===== src/rtl/io_trap_unit_pkg.sv =====
// Shared definitions for the Z80 I/O trap unit.
// State encoding, mapper nibble, status bits, capture record.
package io_trap_unit_pkg;

  localparam logic [1:0] ST_IDLE    = 2'd0;
  localparam logic [1:0] ST_CAPTURE = 2'd1;
  localparam logic [1:0] ST_PULSE   = 2'd2;
  localparam logic [1:0] ST_PENDING = 2'd3;

  localparam logic [3:0] MAP_NIBBLE = 4'h2;

  localparam int STAT_PENDING_BIT = 0;
  localparam int STAT_OVERRUN_BIT = 1;

  typedef struct packed {
    logic [7:0] addr;
    logic [7:0] data;
    logic       dir;
  } trap_rec_t;

  localparam trap_rec_t TRAP_REC_RST = '{
    addr: 8'h00,
    data: 8'hFF,
    dir:  1'b0
  };

  // The mapper's own port range can never be trapped.
  function automatic logic nib_hit(
    input logic [7:0] a,
    input logic [3:0] nib
  );
    return (a[7:4] == nib) &&
           (a[7:4] != MAP_NIBBLE);
  endfunction

endpackage


===== src/rtl/io_trap_unit_if.sv =====
// Z80 I/O bus bundle seen by the trap unit.
// master = CPU side, slave = trap unit.
interface io_trap_unit_if;
  import io_trap_unit_pkg::*;

  logic [7:0] addr;
  logic [7:0] data_in;
  logic       iorq_n;
  logic       m1_n;
  logic       rd_n;
  logic       wr_n;
  logic       iorq_sys_n;

  modport master (
    output addr, data_in,
    output iorq_n, m1_n, rd_n, wr_n,
    input  iorq_sys_n
  );

  modport slave (
    input  addr, data_in,
    input  iorq_n, m1_n, rd_n, wr_n,
    output iorq_sys_n
  );

endinterface


===== src/rtl/io_trap_unit_nmi.sv =====
// NMI pulse generator: nmi_n low for i_width clocks after i_start.
// o_last flags the final low cycle so the owner can move on in step.
module nmi_pulse_gen (
  input  logic       clk,
  input  logic       reset,
  input  logic       i_start,
  input  logic [3:0] i_width,
  output logic       o_nmi_n,
  output logic       o_last
);

  logic [3:0] r_cnt;
  logic       r_nmi_n;
  logic [3:0] w_load;

  // A zero width would leave nmi_n stuck low.
  assign w_load = (i_width == 4'd0) ? 4'd1 : i_width;

  always_ff @(posedge clk or posedge reset) begin
    if (reset) begin
      r_cnt   <= 4'd0;
      r_nmi_n <= 1'b1;
    end else if (i_start) begin
      r_cnt   <= w_load;
      r_nmi_n <= 1'b0;
    end else if (r_cnt != 4'd0) begin
      r_cnt <= r_cnt - 4'd1;
      if (r_cnt == 4'd1)
        r_nmi_n <= 1'b1;
    end
  end

  assign o_nmi_n = r_nmi_n;
  assign o_last  = (r_cnt == 4'd1);

endmodule


===== src/rtl/io_trap_unit.sv =====
// Z80 I/O trap: hides trapped port cycles from the system bus,
// latches the access and raises an NMI for the mapper's handler.
module io_trap_unit
  import io_trap_unit_pkg::*;
#(
  parameter logic [3:0] TRAP_NIBBLE = 4'hA,
  parameter int         NMI_WIDTH   = 4
) (
  input  logic           clk,
  input  logic           reset,
  io_trap_unit_if.slave  bus,
  input  logic           trap_en,
  input  logic           trap_ack,
  output logic           nmi_n,
  output logic [7:0]     trap_addr,
  output logic [7:0]     trap_data,
  output logic           trap_dir,
  output logic           trap_pending,
  output logic           trap_overrun
);

  localparam logic [3:0] W_WIDTH = 4'(NMI_WIDTH);

  logic       r_iorq_q;
  logic [1:0] r_state;
  trap_rec_t  r_rec;
  logic       r_ovr;

  logic       w_hit;
  logic       w_hit_edge;
  logic       w_ack;
  logic       w_cap;
  logic       w_start;
  logic       w_last;
  logic       w_nmi_n;
  trap_rec_t  w_rec;
  logic       w_unused_rd;

  assign w_unused_rd = bus.rd_n;

  assign w_hit = !bus.iorq_n && bus.m1_n &&
                 trap_en &&
                 nib_hit(bus.addr, TRAP_NIBBLE);

  assign bus.iorq_sys_n = bus.iorq_n | w_hit;

  assign w_hit_edge = w_hit & r_iorq_q;
  assign w_ack      = trap_ack &&
                      (r_state == ST_PENDING);
  // An ack in PENDING frees the slot for a same-edge hit.
  assign w_cap      = w_hit_edge &&
                      ((r_state == ST_IDLE) || w_ack);
  assign w_start    = (r_state == ST_CAPTURE) &&
                      bus.iorq_n;

  always_comb begin
    w_rec      = TRAP_REC_RST;
    w_rec.addr = bus.addr;
    w_rec.dir  = !bus.wr_n;
    w_rec.data = bus.wr_n ? 8'hFF : bus.data_in;
  end

  always_ff @(posedge clk or posedge reset) begin
    if (reset)
      r_iorq_q <= 1'b1;
    else
      r_iorq_q <= bus.iorq_n;
  end

  always_ff @(posedge clk or posedge reset) begin
    if (reset) begin
      r_state <= ST_IDLE;
    end else begin
      case (r_state)
        ST_IDLE:
          if (w_hit_edge)
            r_state <= ST_CAPTURE;
        ST_CAPTURE:
          if (bus.iorq_n)
            r_state <= ST_PULSE;
        ST_PULSE:
          if (w_last)
            r_state <= ST_PENDING;
        ST_PENDING:
          if (w_ack)
            r_state <= w_hit_edge ?
                       ST_CAPTURE : ST_IDLE;
        default:
          r_state <= ST_IDLE;
      endcase
    end
  end

  always_ff @(posedge clk or posedge reset) begin
    if (reset) begin
      r_rec <= TRAP_REC_RST;
      r_ovr <= 1'b0;
    end else if (w_cap) begin
      r_rec <= w_rec;
      r_ovr <= 1'b0;
    end else if (w_ack) begin
      r_ovr <= 1'b0;
    end else if (w_hit_edge) begin
      r_ovr <= 1'b1;
    end
  end

  nmi_pulse_gen u_nmi (
    .clk     (clk),
    .reset   (reset),
    .i_start (w_start),
    .i_width (W_WIDTH),
    .o_nmi_n (w_nmi_n),
    .o_last  (w_last)
  );

  assign nmi_n        = w_nmi_n;
  assign trap_addr    = r_rec.addr;
  assign trap_data    = r_rec.data;
  assign trap_dir     = r_rec.dir;
  assign trap_pending = (r_state != ST_IDLE);
  assign trap_overrun = r_ovr;

endmodule


===== src/flat_wrapper.sv =====
// flat-port wrapper written by rule: the top's interface ports become plain ports
module io_trap_unit_flat import io_trap_unit_pkg::*;
#(
  parameter logic [3:0] TRAP_NIBBLE = 4'hA,
  parameter int         NMI_WIDTH   = 4
)
  (clk, reset, trap_en, trap_ack, nmi_n, trap_addr, trap_data, trap_dir, trap_pending, trap_overrun, bus_addr, bus_data_in, bus_iorq_n, bus_m1_n, bus_rd_n, bus_wr_n, bus_iorq_sys_n);
  io_trap_unit_if bus_i ();
  input  logic clk;
  input  logic reset;
  input  logic trap_en;
  input  logic trap_ack;
  output logic nmi_n;
  output logic [7:0] trap_addr;
  output logic [7:0] trap_data;
  output logic trap_dir;
  output logic trap_pending;
  output logic trap_overrun;
  input wire logic [$bits(bus_i.addr)-1:0] bus_addr;
  input wire logic [$bits(bus_i.data_in)-1:0] bus_data_in;
  input wire logic [$bits(bus_i.iorq_n)-1:0] bus_iorq_n;
  input wire logic [$bits(bus_i.m1_n)-1:0] bus_m1_n;
  input wire logic [$bits(bus_i.rd_n)-1:0] bus_rd_n;
  input wire logic [$bits(bus_i.wr_n)-1:0] bus_wr_n;
  output wire logic [$bits(bus_i.iorq_sys_n)-1:0] bus_iorq_sys_n;
  assign bus_i.addr = bus_addr;
  assign bus_i.data_in = bus_data_in;
  assign bus_i.iorq_n = bus_iorq_n;
  assign bus_i.m1_n = bus_m1_n;
  assign bus_i.rd_n = bus_rd_n;
  assign bus_i.wr_n = bus_wr_n;
  assign bus_iorq_sys_n = bus_i.iorq_sys_n;
  io_trap_unit #(.TRAP_NIBBLE(TRAP_NIBBLE), .NMI_WIDTH(NMI_WIDTH)) u_core (.clk(clk), .reset(reset), .bus(bus_i), .trap_en(trap_en), .trap_ack(trap_ack), .nmi_n(nmi_n), .trap_addr(trap_addr), .trap_data(trap_data), .trap_dir(trap_dir), .trap_pending(trap_pending), .trap_overrun(trap_overrun));
endmodule

===== config.mk =====
export PLATFORM = sky130hd
export DESIGN_NAME = io_trap_unit_flat
export DESIGN_NICKNAME = d
export VERILOG_FILES = /design/src/rtl/io_trap_unit_pkg.sv /design/src/rtl/io_trap_unit_if.sv /design/src/rtl/io_trap_unit_nmi.sv /design/src/rtl/io_trap_unit.sv /design/src/flat_wrapper.sv
export SDC_FILE = /design/constraint.sdc
export NUM_CORES = 1
export LEC_CHECK = 0
export ABC_AREA = 1
export CORE_UTILIZATION = 41
export DETAILED_ROUTE_END_ITERATION = 8
export GPL_TIMING_DRIVEN = 1
export PLACE_DENSITY = 0.78
export SETUP_SLACK_MARGIN = 0.2
export SYNTH_ARGS = -nofsm -noshare
export SYNTH_HDL_FRONTEND = slang
export SYNTH_HIERARCHICAL = 1
export SYNTH_SLANG_ARGS = --single-unit

===== constraint.sdc =====
create_clock -name clk -period 1.57 [get_ports clk]
set_input_delay 0.314 -clock clk [delete_from_list [all_inputs] [get_ports clk]]
set_output_delay 0.314 -clock clk [all_outputs]
set_load 0.01 [all_outputs]

### Word-level counts from Yosys, hierarchy flattened

Cells that the tools add are included.

| storage, ports and cells | value |
|---|---|
| flip-flop bits (word level) | 26 |
| input port bits | 24 |
| output and inout bits | 21 |
| logic and storage cells | 54 |

| cells by class | value |
|---|---|
| add/sub/neg operators | 1 |
| equal/unequal tests | 10 |
| mux-type cells | 15 |
| bitwise operators | 2 |
| reduce and logical (&&, ||, !) cells | 18 |

Operators with widths:

| kind | number |
|---|---|
| 2-bit two-way mux | 4 |
| 4-bit two-way mux | 2 |
| 8-bit two-way mux | 1 |
| 2-bit case mux with 4 select lines | 1 |
| 1-bit logical AND | 7 |
| 1-bit two-way mux | 7 |
| 2-bit nonzero test | 3 |
| 2-bit equality test (second input constant) | 2 |
| 4-bit by 1-bit equality test with 1-bit output (second input constant) | 1 |
| 4-bit equality test (second input constant) | 1 |
| 2-bit by 1-bit != test with 1-bit output (second input constant) | 2 |
| 2-bit != test (second input constant) | 2 |
| 4-bit by 2-bit != test with 1-bit output (second input constant) | 1 |
| 4-bit AND reduction | 1 |
| 4-bit nonzero test | 1 |
| 4-bit by 1-bit subtractor with 4-bit output (second input constant) | 1 |
| 3-bit nonzero test | 1 |
| 2-bit by 1-bit equality test with 1-bit output (second input constant) | 1 |
| 1-bit logical NOT | 2 |
| 2-bit logical NOT | 1 |
| 2-bit AND reduction | 1 |
| 1-bit AND | 1 |
| 1-bit logical OR | 1 |
| 1-bit bitwise OR | 1 |

### Longest topological paths before layout

| logic depth | value |
|---|---|
| depth after elaboration | 8 |
| gate-level depth with buffers | 9 |
| depth with buffers taken out | 9 |

### Cells and area by module

The synthesis kept the hierarchy.

By module, submodules not included:

| module | instances | cells each | area an instance (sq um) | seq. area each (sq um) |
|---|---|---|---|---|
| io_trap_unit | 1 | 118 | 1,067.3 | 536.8 |
| nmi_pulse_gen | 1 | 46 | 342.8 | 126.4 |

### Worst setup path after synthesis

Ideal clock, no wire load.

| timing | value |
|---|---|
| kind | register -> register |
| start point | register u_core.r_state[0] |
| end point | register u_core.r_rec, in the netlist u_core/trap_addr[5] |
| setup time | 0.127 ns |
| arrival | 1.345 ns |
| required time | 1.443 ns |
| setup slack | 0.098 ns |
| cell stages (with the launch flop) | 8 |
| path buffers | 0 |
| period minus slack after synthesis | 1.472 ns |
| cell sequence | dfrtp_1 > inv_1 > ha_1 > inv_1 > nand2_1 > nand3_4 > inv_1 > or2_2 |

| between the ends | value |
|---|---|
| longest elaborated chain between the ends | 4 |
| elaborated cells between the ends (all ways) | 5 |
| those cells by class | eq/ne (1); reduce/logical (4) |

Ends and longest elaborated chain:

| element | RTL line | source |
|---|---|---|
| start: declaration | io_trap_unit.sv:25 | `logic [1:0] r_state;` |
| start signal: assignment | io_trap_unit.sv:86 | `r_state <= w_hit_edge ?` |
| 2-bit equality test | io_trap_unit.sv:49 | `(r_state == ST_PENDING);` |
| 1-bit logical AND | io_trap_unit.sv:48 | `assign w_ack = trap_ack &&` |
| 1-bit logical OR * | io_trap_unit.sv:52 | `((r_state == ST_IDLE) \|\| w_ack);` |
| 1-bit logical AND * | io_trap_unit.sv:51 | `assign w_cap = w_hit_edge &&` |
| end signal: assignment | io_trap_unit.sv:99 | `r_rec <= w_rec;` |
| end: declaration | io_trap_unit.sv:26 | `trap_rec_t r_rec;` |

Mark *: on every way between the ends. The rest lies on a longest branch, timed or not.
A chain may end at the register's enable or synchronous reset.

### Final worst setup path

| timing | value |
|---|---|
| start point | register u_core.r_state[0] |
| end point | output trap_pending |

| between the ends | value |
|---|---|
| longest elaborated chain between the ends | 1 |

Ends and longest elaborated chain:

| element | RTL line | source |
|---|---|---|
| 2-bit nonzero test | io_trap_unit.sv:121 | `assign trap_pending = (r_state != ST_IDLE);` |
| end: declaration | flat_wrapper.sv:17 | `output logic trap_pending;` |

No other way between the ends.

==> results.md <==
- Run status: completed
- Clock power frac: 11.0%
- CTS hold repair buffers: 0
- Yosys warns: 6
- Syn avg cell area: 8.60 um2
- Sw power: 1210 uW
- Die Span X: 60.6 um
- Post-synth EDFFs: 0
- Reg power frac: 32.3%
- Critical Path Start Type: flip-flop
- Layout cells sized above 1: 49.2%
- GR Overflow Total: 0
- P_int: 1890 uW
- RD Place Congestion: 0.826
- CP endpoint kind: output pin
- # rows: 20
- Area delta synth->final: 66.6%
- Critical Path RT: 1.26 ns
- Final period util: 99.3%
- Clock Latency Late Sink: 0.33 ns
- DR iter-0 viols: 29
- First-pass GRT wire length: 5480 um
- Final Hold Violating Endpoints: 0
- I/O pin total: 45
- Fmax: 641 MHz
- Setup_tns: 0 ns
- Remaining antenna violation count after routing: 0
- TritonCTS Buffers: 3
- Via-to-Cell Ratio: 4.53
- Count of cell types in the netlist: 27
- Final Max Tran Viols: 0
- Antenna violations before repair: 0
- # port buffers: 43
- Number of H-tree levels: 1
- Dpl hpwl: 2240 um
- FILL cells: 239
- CTS tree: built
- Hold Path Class: in -> async
- Switching share of total power: 39.1%
- VDD IR-drop max: 1.25 mV
- Commonest non-fill, non-tap cells in the layout: 36 x nand2_1, 26 x buf_4, 16 x dfrtp_1
- Initial Util: 44.7%
- Crit path arrival time: 1.25 ns
- FF-to-FF Start: u_core/r_state[0]
- Static leakage: 0.00120 uW
- Total number of vias: 1340
- WL/cell: 12.2 um
- GRT Total Usage: 20.4%
- Post-Syn Instances: 164
- DRT Pass-1 Iters: 4
- PwrDens: 1320 nW/um2
- Largest net degree at the start of global routing: 22
- Most common cell after layout, fill and taps aside: nand2_1
- Register area share after synthesis: 47.0%
- FF+latch count, synth: 26
- Netlist Area Pre-Place: 1410 um2
- Async S/R FF share, synth: 100%
- Crit. Startpoint: u_core/r_state[0]
- Class of the most critical setup path: reg -> out
- Antenna Cells: 0
- Die Ht: 60.6 um
- Vias in the first global route: 1282
- Comb power frac: 56.7%
- Post-Route WL: 3600 um
- CTS Sinks: 26
- Maxcap violations: 0
- Full die area: 3680 um2
- Core ar.: 3150 um2
- CTS max path bufs: 2
- Critical Path Fanout Max: 2
- Final setup fails: 0
- Clk root buf: clkbuf_4
- Number of remaining DRC errors: 0
- Synth Flop Type: dfrtp_1
- Hold slack: 0.201 ns
- Clk pin slew, worst setup/hold paths: 0.14 ns
- Final min period: 1.56 ns
- Clock skew: 0.00780 ns
- Nets: 285
- Unrepaired setup endpoints after global routing: yes
-- sequential cells by signal, summed over array words and instances, names as in the netlist --
name	flops
u_core/u_nmi/r_cnt	4
u_core/r_iorq_q	1
u_core/r_state	2
u_core/trap_overrun	1
u_core/trap_dir	1
u_core/trap_addr	8
u_core/trap_data	8
u_core/u_nmi/o_nmi_n	1
-- synthesized netlist by cell type (all sizes together) (3+ instances only) --
library cell	instances	area [um2]
inv	23	86.3
or2	3	18.8
nor2	19	88.8
dfstp	10	263
nand3	7	52.6
buf	3	26.3
o21ai	12	93.8
dfrtp	16	400
nand2	51	206
ha	8	100
-- power groups by stage --
stage	registers (uW)	logic (uW)	clock network [uW]
3_5_place_dp	995	1220	0
3_3_place_gp	986	1190	0
5_1_grt	1030	1910	374
2_1_floorplan	1030	688	0
6_report	1000	1760	341
4_1_cts	991	1520	340
-- logic make-up (layout without fill, tap and decap cells) --
family	Yosys count	in the layout	synth area share, %
AO/OA/AOI/OAI	15	15	7.90
XOR/XNOR	1	1	0.621
adder cells (fa/ha/maj)	8	8	7.10
buffers and inverters	26	109	7.99
flip-flops	26	26	47.0
other	2	7	0.533
AND/OR/NAND/NOR	86	86	28.8
-- layout make-up --
| type | instances | area [um2] | area share [%] |
|---|---|---|---|
| flip-flops and latches | 26 | 663 | 28.2 |
| multi-input cells | 117 | 798 | 34.0 |
| inverters | 23 | 96.3 | 4.10 |
| repair buffers | 82 | 701 | 29.8 |
| clock buffers | 4 | 36.3 | 1.54 |
| well taps | 44 | 55.1 | 2.34 |
-- metal layers --
| metal | global-route usage (%) | vias up | wire length, um |
|---|---|---|---|
| li1 | - | 673 | - |
| met1 | 23.0 | 629 | 1420 |
| met2 | 36.1 | 28 | 1950 |
| met3 | 5.12 | 10 | 113 |
| met4 | 9.42 | 0 | 111 |
| met5 | 0 | - | 0 |
-- final timing paths --
path / to / slack, ns / cells after the start
worst max register to register: u_core/r_state[0] / 0.04 / 10
worst max-delay path: trap_pending / 0.01 / 5
worst min-delay path: u_core/u_nmi/r_cnt[0] / 0.20 / 2
worst min register to register: u_core/u_nmi/o_nmi_n / 0.47 / 2
max in group asynchronous: u_core/trap_data[2] / 0.98 / 3
min in group clk: u_core/r_iorq_q / 0.21 / 2
-- critical path, stage by stage, from the launching register on --
cell and delay (ns):
dfrtp_1 0.43, buf_6 0.13, inv_4 0.06, ha_4 0.15, inv_4 0.04, buf_6 0.11
-- through the flow --
stage	cells	power [uW]	worst slack, ns	utilization, %	cell area, um2
3_5_place_dp	269	2210	-0.507	63.9	2020
5_1_grt	296	3310	-0.0424	74.5	2350
4_1_cts	292	2850	0.0222	71.4	2250
3_3_place_gp	269	2180	-0.499	63.9	2020
6_report	296	3110	0.0110	74.5	2350
2_1_floorplan	169	1720	0.211	-	1440
-- what timing repair did --
| item | in CTS | in global routing |
|---|---|---|
| gates cloned | 0 | 0 |
| pin swaps | 17 | 11 |
| setup buffers | 19 | 4 |
| setup endpoints to repair | 38 | 36 |
| endpoints found under the hold margin | 0 | 0 |
| gates resized for setup | 92 | 46 |
(Power assumes the default switching activity.)
